File: src/rtl/pipe_exe_mdu.sv
// Iterative 32x32 multiply / divide unit for the execute stage.
// Owns HI/LO and stalls the front of the pipeline while an operation iterates.
module pipe_exe_mdu (
  input  logic        clock,
  input  logic        reset,
  input  logic        estart,
  input  logic [1:0]  eop,
  input  logic [31:0] ea,
  input  logic [31:0] eb,
  input  logic        emthi,
  input  logic        emtlo,
  input  logic        eflush,
  output logic        stall,
  output logic        busy,
  output logic        done,
  output logic [31:0] hi,
  output logic [31:0] lo
);

  typedef enum logic [1:0] {IDLE, RUN, DONE} state_t;

  state_t      state, state_nxt;
  logic        is_div, sa, sb;
  logic [31:0] opa, opb;
  logic [63:0] acc, acc_step;
  logic [4:0]  count;

  logic        start, div0, sa_in, sb_in;
  logic [31:0] abs_a, abs_b;
  logic [32:0] sum, rem_sh, diff;
  logic [63:0] prod;
  logic [31:0] res_hi, res_lo;

  assign start = (state == IDLE) && estart && !eflush;
  assign div0  = start && eop[1] && (eb == 32'd0);
  assign sa_in = ~eop[0] & ea[31];
  assign sb_in = ~eop[0] & eb[31];
  assign abs_a = sa_in ? -ea : ea;
  assign abs_b = sb_in ? -eb : eb;

  // NOTE: state registers use non-blocking assignments so every flop samples pre-edge values.
  always_ff @(posedge clock or posedge reset) begin
    if (reset) state <= IDLE;
    else       state <= state_nxt;
  end

  always_comb begin
    state_nxt = state;
    case (state)
      IDLE:    if (start) state_nxt = div0 ? DONE : RUN;
      RUN:     if (eflush) state_nxt = IDLE;
               else if (count == 5'd31) state_nxt = DONE;
      DONE:    state_nxt = IDLE;
      default: state_nxt = IDLE;
    endcase
  end

  // NOTE: stall decodes the inputs combinationally so the upstream registers freeze in the start cycle itself.
  always_comb begin
    stall = start || (state == RUN);
    busy  = (state != IDLE);
    done  = (state == DONE);
  end

  // One iteration: shift-add (multiplier LSB first) or restoring shift-subtract (dividend MSB first).
  always_comb begin
    sum    = {1'b0, acc[63:32]} + {1'b0, (opb[0] ? opa : 32'd0)};
    rem_sh = {acc[63:32], opa[31]};
    diff   = rem_sh - {1'b0, opb};
    if (is_div) begin
      if (rem_sh >= {1'b0, opb}) acc_step = {diff[31:0], acc[30:0], 1'b1};
      else                       acc_step = {rem_sh[31:0], acc[30:0], 1'b0};
    end else begin
      acc_step = {sum, acc[31:1]};
    end
  end

  // Sign correction applied to the final iteration's value.
  always_comb begin
    prod = (sa ^ sb) ? -acc_step : acc_step;
    if (is_div) begin
      res_lo = (sa ^ sb) ? -acc_step[31:0]  : acc_step[31:0];
      res_hi = sa        ? -acc_step[63:32] : acc_step[63:32];
    end else begin
      res_hi = prod[63:32];
      res_lo = prod[31:0];
    end
  end

  // NOTE: every datapath register has a defined reset value, since an aborted operation must leave nothing stale.
  always_ff @(posedge clock or posedge reset) begin
    if (reset) begin
      is_div <= 1'b0;
      sa     <= 1'b0;
      sb     <= 1'b0;
      opa    <= 32'd0;
      opb    <= 32'd0;
      acc    <= 64'd0;
      count  <= 5'd0;
      hi     <= 32'd0;
      lo     <= 32'd0;
    end else begin
      case (state)
        IDLE: begin
          if (start) begin
            is_div <= eop[1];
            sa     <= sa_in;
            sb     <= sb_in;
            opa    <= abs_a;
            opb    <= abs_b;
            acc    <= 64'd0;
            count  <= 5'd0;
            if (div0) begin
              hi <= ea;
              lo <= 32'hFFFF_FFFF;
            end
          end else if (!estart && !eflush) begin
            if (emthi) hi <= ea;
            if (emtlo) lo <= ea;
          end
        end
        RUN: begin
          if (!eflush) begin
            acc   <= acc_step;
            count <= count + 5'd1;
            if (is_div) opa <= opa << 1;
            else        opb <= opb >> 1;
            if (count == 5'd31) begin
              hi <= res_hi;
              lo <= res_lo;
            end
          end
        end
        default: ;
      endcase
    end
  end

endmodule

File: config.mk
export PLATFORM = sky130hd
export DESIGN_NAME = pipe_exe_mdu
export DESIGN_NICKNAME = d
export VERILOG_FILES = /design/src/rtl/pipe_exe_mdu.sv
export SDC_FILE = /design/constraint.sdc
export NUM_CORES = 1
export LEC_CHECK = 0
export ABC_CLOCK_PERIOD_IN_PS = 6200
export BUFFER_PORTS_ARGS = -buffer_cell sky130_fd_sc_hd__buf_4
export CAP_MARGIN = 20
export CORE_UTILIZATION = 45
export DETAILED_ROUTE_END_ITERATION = 10
export GPL_TIMING_DRIVEN = 0
export PLACE_DENSITY = 0.68
export SYNTH_ARGS = -nofsm -noshare
export SYNTH_HDL_FRONTEND = slang
export SYNTH_SLANG_ARGS = --single-unit
File: constraint.sdc
create_clock -name clock -period 6.2 [get_ports clock]
set_clock_uncertainty 0.1 [all_clocks]
set_input_delay 0.31 -clock clock [delete_from_list [all_inputs] [get_ports clock]]
set_output_delay 0.31 -clock clock [all_outputs]
set_load 0.01 [all_outputs]
==> metrics.yaml, run 1 <==
sta:
  setup_viol: 0
  fin_ws_ns: 0.273
  tightest_slew_ns: 1.18
  hold_viol_final: 0
  relSlewSlack_pct: 19.8
  period_share_pct: 95.6
  rsz0062_at_grt: "no"
  drv_slew: 0
  timing.hold.ws_ns: 0.0251
  fmax_mhz: 169
  layout_min_cycle_time_ns: 5.93
  setup_tns_ns: 0
worst_setup_path:
  worstSetupPathType: "register to register"
  endpoint_kind: "register"
  required_ns: 6.53
  cp_max_fo: 10
  start_kind: "register"
  worstPathArrival_ns: 6.26
synthesis:
  synth_nets: 2277
  synth-edff-count: 0
  synth_cells: 2132
  netlist_area_um2: 16700
  avgSynthCellArea_um2: 7.83
  synth.distinct_cells: 97
  ys_seq_area_share_pct: 30.3
  async_flop_share_pct: 100
  synth-seq-cells: 202
  synth_flop_cell: "dfrtp_1"
  ys_warn_count: 0
floorplanning:
  coreArea_um2: 36500
  die_width_um: 195
  die_y_um: 195
  die_area_um2: 37900
  ioPinCount: 139
  initial_core_util_pct: 45.7
  num_rows: 70
clock_tree:
  cts_max_level: 1
  root_buffer: "clkbuf_16"
  cts.sinks: 202
  cts_buffers: 25
  clk_pin_slew_worst_paths_ns: 0.07
  clock_path_buffers: 3
  clock_latency_ns: 0.57
  cts_tree: "done"
detailed_routing:
  wl_per_cell_um: 24.0
  drt-initial-drc-count: 1676
  routed-via-count: 17600
  via_per_inst: 6.28
  dr.pass1.iters: 5
  drc_errors: 0
  wl_um: 67100
  antenna_left: 0
final_layout:
  fin_nets: 2459
  antennaDiodeCount: 0
  seqCellArea_um2: 5050
  drive_above_1_share_pct: 12.0
  utilization_pct: 52.8
  multi_input_area_um2: 10800
  final.fill_count: 3541
  mostFrequentLayoutCell: "nand2_1"
  syn2layout_area_growth_pct: 15.5
  stdcell_count: 2797
  fin_area_um2: 19300
  final_cell_mix: "nand2_1, o21ai_0, dfrtp_1"
place:
  place.gp.congestion: 0.989
  hpwl_um: 53500
  dp_cells: 2742
  io_buffer_count: 138
  dp_slack_ns: -0.0722
  place_area_um2: 18400
global_routing:
  antenna_found_initial: 0
  track_usage_pct: 35.0
  grt_pass1_wl_um: 101000
  grt_overflow: 0
  grt_max_degree: 125
  grt_pass1_vias: 16700
power_and_ir_drop:
  leakage_nw: 8.47
  power.density_nw_per_um2: 550
  ir_drop_v: 0.000257
  power_mw: 10.6
hold_path:
  hp-class: "input port to register"
run:
  max-cap-violations: 0
outcome:
  status: "completed"
==> where the power goes <==
group | switching, mW | internal, mW | total (mW)
Combinational | 4.37 | 2.54 | 6.90
Clock | 0.624 | 0.800 | 1.42
Sequential | 0.494 | 1.78 | 2.28
==> worst max-delay path, stage by stage, from the launching register on <==
cell	delay [ns]
dfrtp_1	0.47
ha_1	0.33
buf_6	0.14
a21oi_2	0.16
o21ai_2	0.10
a21o_1	0.24
a211o_1	0.41
buf_2	0.26
o31a_1	0.40
inv_1	0.16
ha_1	0.19
o21ai_0	0.13
nand2b_1	0.23
nor4_2	0.23
o21a_1	0.24
nand2_1	0.18
nor4_4	0.39
buf_4	0.21
nor2_1	0.09
nand4b_2	0.27
nand4bb_1	0.27
o31a_1	0.34
xnor2_1	0.18
a21oi_1	0.09
==> layer usage <==
metal	GRT usage, %	vias up	routed length [µm]
met5	0	-	0
met4	15.4	0	3150
met3	6.04	151	5920
met2	55.4	794	29900
met1	46.7	8532	28100
li1	-	8080	-
==> cell type report <==
| class | count | share of cell area (%) |
|---|---|---|
| Buffer | 125 | 2.89 |
| Clock inverter | 8 | 0.318 |
| Inverter | 73 | 1.46 |
| Sequential cell | 202 | 26.2 |
| Multi-Input combinational cell | 1732 | 56.2 |
| Tap cell | 468 | 3.04 |
| Timing Repair Buffer | 155 | 6.17 |
| Clock buffer | 34 | 3.68 |
==> Yosys cell counts, drive strengths merged, types with 4 or more instances <==
cell type / n / share of area [%]
and4: 6 / 0.31
o31a: 5 / 0.26
o22ai: 40 / 1.5
nor3: 40 / 1.4
nand2b: 22 / 0.82
or2: 6 / 0.22
o221ai: 6 / 0.31
and2: 42 / 1.6
a22o: 18 / 0.94
a21oi: 202 / 6.3
nor4: 18 / 0.89
o41ai: 7 / 0.37
mux2i: 41 / 2.5
xnor2: 65 / 3.4
ha: 71 / 5.3
or3: 26 / 0.97
a31o: 7 / 0.42
o21a: 12 / 0.54
o211ai: 24 / 1.1
buf: 41 / 1.4
nor2: 148 / 3.3
xor2: 82 / 4.3
nand4: 21 / 0.82
o21ai: 277 / 8.4
a221oi: 6 / 0.35
o31ai: 22 / 0.99
o311ai: 6 / 0.31
nand3: 30 / 0.90
nor2b: 17 / 0.64
o21bai: 8 / 0.36
inv: 73 / 1.6
a21boi: 8 / 0.36
nand3b: 4 / 0.18
a211oi: 18 / 0.84
mux2: 10 / 0.67
and3: 24 / 0.96
a31oi: 25 / 0.94
dfrtp: 202 / 30
a211o: 5 / 0.26
clkbuf: 84 / 1.9
or4: 7 / 0.31
a21o: 25 / 1.1
nand2: 278 / 6.3
nor3b: 9 / 0.43
==> what timing repair did <==
action / in CTS / in global routing
setup buffers: 0 / 5
hold endpoints to repair: 84 / 0
resized for setup: 1 / 6
pin swaps: 0 / 2
setup endpoints to repair: 1 / 9
hold buffers: 6 / 0
==> flip-flops by register name, summed over array words and instances (netlist names) <==
| signal | count |
|---|---|
| acc | 64 |
| hi | 32 |
| lo | 32 |
| opa | 32 |
| opb | 32 |
| count | 5 |
| state | 2 |
| is_div | 1 |
| sa | 1 |
| sb | 1 |
==> cells by family after synthesis <==
family          synth area share, %
compound gates                 27.4
simple gates                   20.9
flops                          30.3
buf+inv                        4.99
xor+xnor                       7.71
fa+ha+maj                      5.56
mux                            3.13
==> path summary, 6_finish.rpt <==
path                          from        to  slack, ns  cells after the start
setup / recovery           acc[49]    hi[30]       0.27                     23
hold / removal              eop[0]   opb[31]       0.03                      3
setup reg to reg           acc[49]    hi[30]       0.27                     23
hold reg to reg              hi[6]     hi[6]       0.38                      1
max in group asynchronous    reset   acc[45]       4.64                      4
min in group asynchronous    reset  count[2]       0.28                      3
(Power assumes the default switching activity.)
==> inputs of run 2 (changes only) <==
--- a/config.mk
+++ b/config.mk
@@ -7,11 +7,11 @@
 export LEC_CHECK = 0
 export ABC_CLOCK_PERIOD_IN_PS = 6200
 export BUFFER_PORTS_ARGS = -buffer_cell sky130_fd_sc_hd__buf_4
-export CAP_MARGIN = 20
 export CORE_UTILIZATION = 45
 export DETAILED_ROUTE_END_ITERATION = 10
 export GPL_TIMING_DRIVEN = 0
 export PLACE_DENSITY = 0.68
+export RECOVER_POWER = 100
 export SYNTH_ARGS = -nofsm -noshare
 export SYNTH_HDL_FRONTEND = slang
 export SYNTH_SLANG_ARGS = --single-unit
==> run 2 against run 1 <==
Effect of this change: the flow now finishes with violations (max-capacitance violations, max-slew violations); combinational power shrank 3.2%; largest power group unchanged; critical path depth unchanged; sequential share of layout area grew 0.35 points; first-iteration DRC count up 0.54%; cell area shrank 1.3%; highest routed layer is now met5; count of clock-buffer cells in the layout grew 1; setup slack worse by 0.031 ns; core utilization fell by 0.70 points; final cell count about the same; non-clock buffer count down 7; register-to-register slack got worse by 0.03 ns.
==> metrics.yaml, run 2 (synthesized netlist as in run 1, its figures left out) <==
outcome:
  status: "complete, but fails checks"
  violations: "max-capacitance violations, max-slew violations"
power_and_ir_drop:
  power.density_nw_per_um2: 553
  leakage_nw: 8.18
  ir_drop_v: 0.000249
global_routing:
  antenna_found_initial: 4
  grt_overflow: 0
  track_usage_pct: 35.0
  grt_pass1_vias: 16600
  grt_pass1_wl_um: 101000
  grt_max_degree: 125
place:
  hpwl_um: 53500
  io_buffer_count: 138
  place.gp.congestion: 0.989
  place_area_um2: 18400
clock_tree:
  clk_pin_slew_worst_paths_ns: 0.07
  cts_max_level: 1
  cts_tree: "done"
  clock_path_buffers: 3
  cts.sinks: 202
  clock_latency_ns: 0.57
  cts_buffers: 25
  root_buffer: "clkbuf_16"
floorplanning:
  ioPinCount: 139
  initial_core_util_pct: 45.7
  coreArea_um2: 36500
  die_y_um: 195
  die_area_um2: 37900
  num_rows: 70
  die_width_um: 195
detailed_routing:
  wl_per_cell_um: 24.0
  drt-initial-drc-count: 1685
  via_per_inst: 6.27
  antenna_left: 0
  routed-via-count: 17500
  drc_errors: 0
  dr.pass1.iters: 5
  wl_um: 67100
worst_setup_path:
  worstSetupPathType: "register to register"
  reg2reg_from: "acc[49]"
  r2r-end: "hi[30]"
  reg2reg_depth: 23
  start_kind: "register"
  ff2ff_setup_slack_ns: 0.24
  cp_max_fo: 10
  worstPathArrival_ns: 6.29
  required_ns: 6.53
  endpoint_kind: "register"
sta:
  relSlewSlack_pct: -136
  tightest_slew_ns: 3.52
  hold_viol_final: 0
  fmax_mhz: 168
  layout_min_cycle_time_ns: 5.96
  period_share_pct: 96.1
  setup_tns_ns: 0
  setup_viol: 0
  drv_slew: 205
final_layout:
  utilization_pct: 52.1
  syn2layout_area_growth_pct: 14.0
  fin_area_um2: 19000
  largest_reg_flops: 64
  fin_nets: 2452
  final_cell_mix: "nand2_1, o21ai_0, dfrtp_1"
  mostFrequentLayoutCell: "nand2_1"
  largest_register: "acc"
  drive_above_1_share_pct: 8.39
hold_path:
  min_from: "ea[31]"
  hold_end: "lo[31]"
  hp-class: "input port to register"
  min_delay_path_depth: 3
run:
  max-cap-violations: 2
-- run 2: cell types whose count changed in the layout (fill, tap and decap cells not counted), sizes merged --
cell | previous run | this run
buf | 189 | 105
bufinv | 0 | 3
clkbuf | 119 | 197
clkinv | 6 | 5
clkinvlp | 1 | 2
diode | 0 | 3
inv | 74 | 73
-- run 2: critical path, cell delays in order (launching register included) --
cell       delay, ns
dfrtp_1         0.47
ha_1            0.33
buf_6           0.14
a21oi_2         0.16
o21ai_2         0.10
a21o_1          0.24
a211o_1         0.40
buf_2           0.25
o31a_1          0.40
inv_1           0.16
ha_1            0.19
o21ai_0         0.12
nand2b_1        0.23
nor4_2          0.35
o21a_1          0.24
nand2_1         0.18
nor4_4          0.29
buf_4           0.20
nor2_1          0.11
nand4b_2        0.26
nand4bb_1       0.27
o31a_1          0.34
xnor2_1         0.18
a21oi_1         0.09
-- run 2: final cells by class --
type,instances,area [µm²]
diodes,3,7.51
inverters,73,275
multi-input cells,1732,10800
well taps,468,586
fillers,3617,17500
repair buffers,148,868
flip-flops and latches,202,5050
plain buffers,125,549
clock buffers,35,713
clock inverters,10,150
-- run 2: where the power goes --
part / switching [mW] / internal [mW] / total [mW]
clock: 0.633 / 0.931 / 1.56
combinational: 4.34 / 2.33 / 6.68
sequential: 0.488 / 1.78 / 2.27
total: 5.46 / 5.05 / 10.5
-- run 2: timing repair --
action                                  CTS  global route
pin swaps                                 0             1
endpoints found under the setup margin   13             9
hold endpoints to repair                 83             0
resized for setup                         2             3
setup buffers                             0             2
hold buffers                              6             0
-- run 2: metal layers --
layer | wire (µm) | GRT usage [%] | share of wire, % | up-vias
met5 | 9 | 0 | 0.013 | -
met4 | 3620 | 17.3 | 5.4 | 2
li1 | - | - | - | 8063
met2 | 29400 | 53.9 | 44 | 805
met3 | 5590 | 5.64 | 8.3 | 164
met1 | 28500 | 47.5 | 42 | 8494
-- run 2: how the worst max path moves through the flow --
stage	from	end	depth (start not counted)
after floorplan	reset	acc[0]	1
after global placement	reset	hi[19]	2
after detailed placement	acc[49]	hi[30]	22
after CTS	opb[0]	hi[21]	17
after global routing	acc[57]	hi[30]	22
final	acc[49]	hi[30]	23
-- run 2: per-stage QoR --
step / hold slack, ns / power [mW] / worst slack (ns) / std cells
global route: 0.0423 / 11.2 / -0.0370 / 2794
finish: 0.0206 / 10.5 / 0.241 / 2796
CTS: 0.0123 / 10.6 / 0.110 / 2791
global placement: 0.368 / 8.91 / -2.29 / 2738
floorplan: 0.327 / 6.68 / 0.279 / 2132
detailed placement: 0.333 / 8.97 / -0.654 / 2740
==> inputs of run 3 (changes only) <==
--- a/config.mk
+++ b/config.mk
@@ -6,11 +6,11 @@
 export NUM_CORES = 1
 export LEC_CHECK = 0
 export ABC_CLOCK_PERIOD_IN_PS = 6200
-export BUFFER_PORTS_ARGS = -buffer_cell sky130_fd_sc_hd__buf_4
 export CORE_UTILIZATION = 45
 export DETAILED_ROUTE_END_ITERATION = 10
+export DONT_BUFFER_PORTS = 1
 export GPL_TIMING_DRIVEN = 0
-export PLACE_DENSITY = 0.68
+export PLACE_DENSITY = 0.65
 export RECOVER_POWER = 100
 export SYNTH_ARGS = -nofsm -noshare
 export SYNTH_HDL_FRONTEND = slang
==> run 3 against run 2 <==
Effect of this change: the run ends with negative hold slack, max-capacitance violations, max-slew violations left; combinational power is 3.7% lower; setup slack got worse by 0.011 ns; non-clock buffer count decreased by 92; core utilization is 1.1 points lower; hold slack lost 0.024 ns; sequential share of layout area rose by 0.57 points; clock power decreased by 5%; register-to-register slack about the same; final cell count fell by 3.3%; count of clock-buffer cells in the layout up 1; sequential cell count is the same; cell area is 2.1% lower.
==> metrics.yaml, run 3 (synthesized netlist as in run 1, its figures left out) <==
detailed_routing:
  wl_um: 68700
  dr.pass1.iters: 6
  antenna_left: 0
  drc_errors: 0
  via_per_inst: 6.34
  wl_per_cell_um: 25.4
  routed-via-count: 17200
  drt-initial-drc-count: 1546
clock_tree:
  clk_pin_slew_worst_paths_ns: 0.06
  root_buffer: "clkbuf_16"
  cts_tree: "done"
  clock_path_buffers: 3
  cts_max_level: 1
  cts.sinks: 202
  cts_buffers: 25
  clock_latency_ns: 0.57
floorplanning:
  ioPinCount: 139
  die_area_um2: 37900
  die_y_um: 195
  coreArea_um2: 36500
  die_width_um: 195
  initial_core_util_pct: 45.7
  num_rows: 70
worst_setup_path:
  cpPeakStageDelay_ns: 0.47
  ff2ff_setup_slack_ns: 0.23
  path_cells: "ha_1, buf_6, a21oi_4, o21ai_2, a21o_1, a211o_1, buf_2, o31a_1, inv_1, ha_1, o21ai_0, nand2b_1, nor4_2, o21a_1, nand2_2, nor4_4, buf_4, nor2_1, nand4b_2, nand4bb_1, o31a_1, xnor2_1, a21oi_1"
  required_ns: 6.53
  crit_slowest_cell: "dfrtp_1"
  endpoint_kind: "register"
  cp_max_fo: 10
  worstSetupPathType: "register to register"
  start_kind: "register"
  worstPathArrival_ns: 6.30
place:
  hpwl_um: 53400
  io_buffer_count: 0
  dp_slack_ns: -0.190
  place.gp.congestion: 0.986
  dp_cells: 2602
  place_area_um2: 17300
sta:
  drv_slew: 205
  rsz0062_at_grt: "no"
  timing.hold.ws_ns: -0.00387
  relSlewSlack_pct: -175
  layout_min_cycle_time_ns: 5.97
  fin_ws_ns: 0.230
  tightest_slew_ns: 4.10
  period_share_pct: 96.3
  fmax_mhz: 168
  setup_viol: 0
  hold_viol_final: 1
global_routing:
  grt_max_degree: 117
  track_usage_pct: 35.6
  grt_pass1_vias: 16500
  grt_overflow: 0
  antenna_found_initial: 2
  grt_pass1_wl_um: 102000
power_and_ir_drop:
  power.density_nw_per_um2: 554
  ir_drop_v: 0.000214
  power_mw: 10.3
  leakage_nw: 7.91
final_layout:
  largest_reg_flops: 64
  final.fill_count: 3623
  fin_area_um2: 18600
  largest_register: "acc"
  stdcell_count: 2704
  syn2layout_area_growth_pct: 11.6
  drive_above_1_share_pct: 5.51
  fin_nets: 2360
  final_cell_mix: "nand2_1, o21ai_0, dfrtp_1"
  mostFrequentLayoutCell: "nand2_1"
outcome:
  status: "complete, but fails checks"
  violations: "negative hold slack, max-capacitance violations, max-slew violations"
run:
  max-cap-violations: 2
hold_path:
  hp-class: "input port to register"
-- run 3: changes by cell type in the layout (fill, tap and decap cells not counted), moves of 2 or more --
cell and delta:
clkbuf_1 -64, clkinv_4 -2, buf_2 -3, bufinv_16 -2
buf_4 -69, clkinvlp_4 +2, dlygate4sd3_1 +46
-- run 3: critical path: cells and delay by family, from the launching register on --
family | cells | cell delay, ns
compound gates | 9 | 2.16
simple gates | 7 | 1.62
buf+inv | 4 | 0.76
fa+ha+maj | 2 | 0.50
flops | 1 | 0.47
xor+xnor | 1 | 0.23
-- run 3: per-stage QoR --
step	utilization [%]	setup TNS (ns)
2_1_floorplan	-	0
6_report	51.0	0
4_1_cts	51.1	0
5_1_grt	51.0	0
3_3_place_gp	47.3	-430.44
3_5_place_dp	47.4	-0.283
-- run 3: path summary, 6_finish.rpt --
| kind | from | endpoint | cells after the start |
|---|---|---|---|
| max in group asynchronous | reset | acc[55] | 3 |
| setup reg to reg | acc[51] | hi[30] | 23 |
| hold / removal | ea[11] | opa[11] | 4 |
| hold reg to reg | acc[31] | acc[31] | 2 |
| setup / recovery | acc[51] | hi[30] | 23 |
| min in group asynchronous | reset | acc[4] | 2 |
-- run 3: timing repair --
item,4_1_cts,5_1_grt
setup endpoints to repair,3,6
pin swaps,0,1
endpoints found under the hold margin,178,0
gates resized for setup,1,7
hold buffers,52,0
buffers inserted,0,2
-- run 3: power by group --
group | switching, mW | leakage [nW] | internal [mW]
clock network | 0.640 | 0.390 | 0.841
logic | 4.19 | 4.94 | 2.24
registers | 0.619 | 2.59 | 1.78
-- run 3: layout make-up --
cell class                      instances  area (µm²)  area share (%)
Multi-Input combinational cell       1732       10800            58.0
Clock buffer                           36         707            3.79
Inverter                               73         275            1.48
Buffer                                125         548            2.94
Antenna cell                            2        5.00          0.0269
Tap cell                              468         586            3.14
Clock inverter                         10         101           0.544
Sequential cell                       202        5060            27.1
Timing Repair Buffer                   56         547            2.93
-- run 3: layer usage --
layer  routed length, µm  track usage [%]  vias to the layer above
met5                   9                0                        -
met4                3620             16.4                        2
li1                    -                -                     7876
met2               30500             55.3                      756
met1               28700             47.3                     8362
met3                5960             7.67                      159
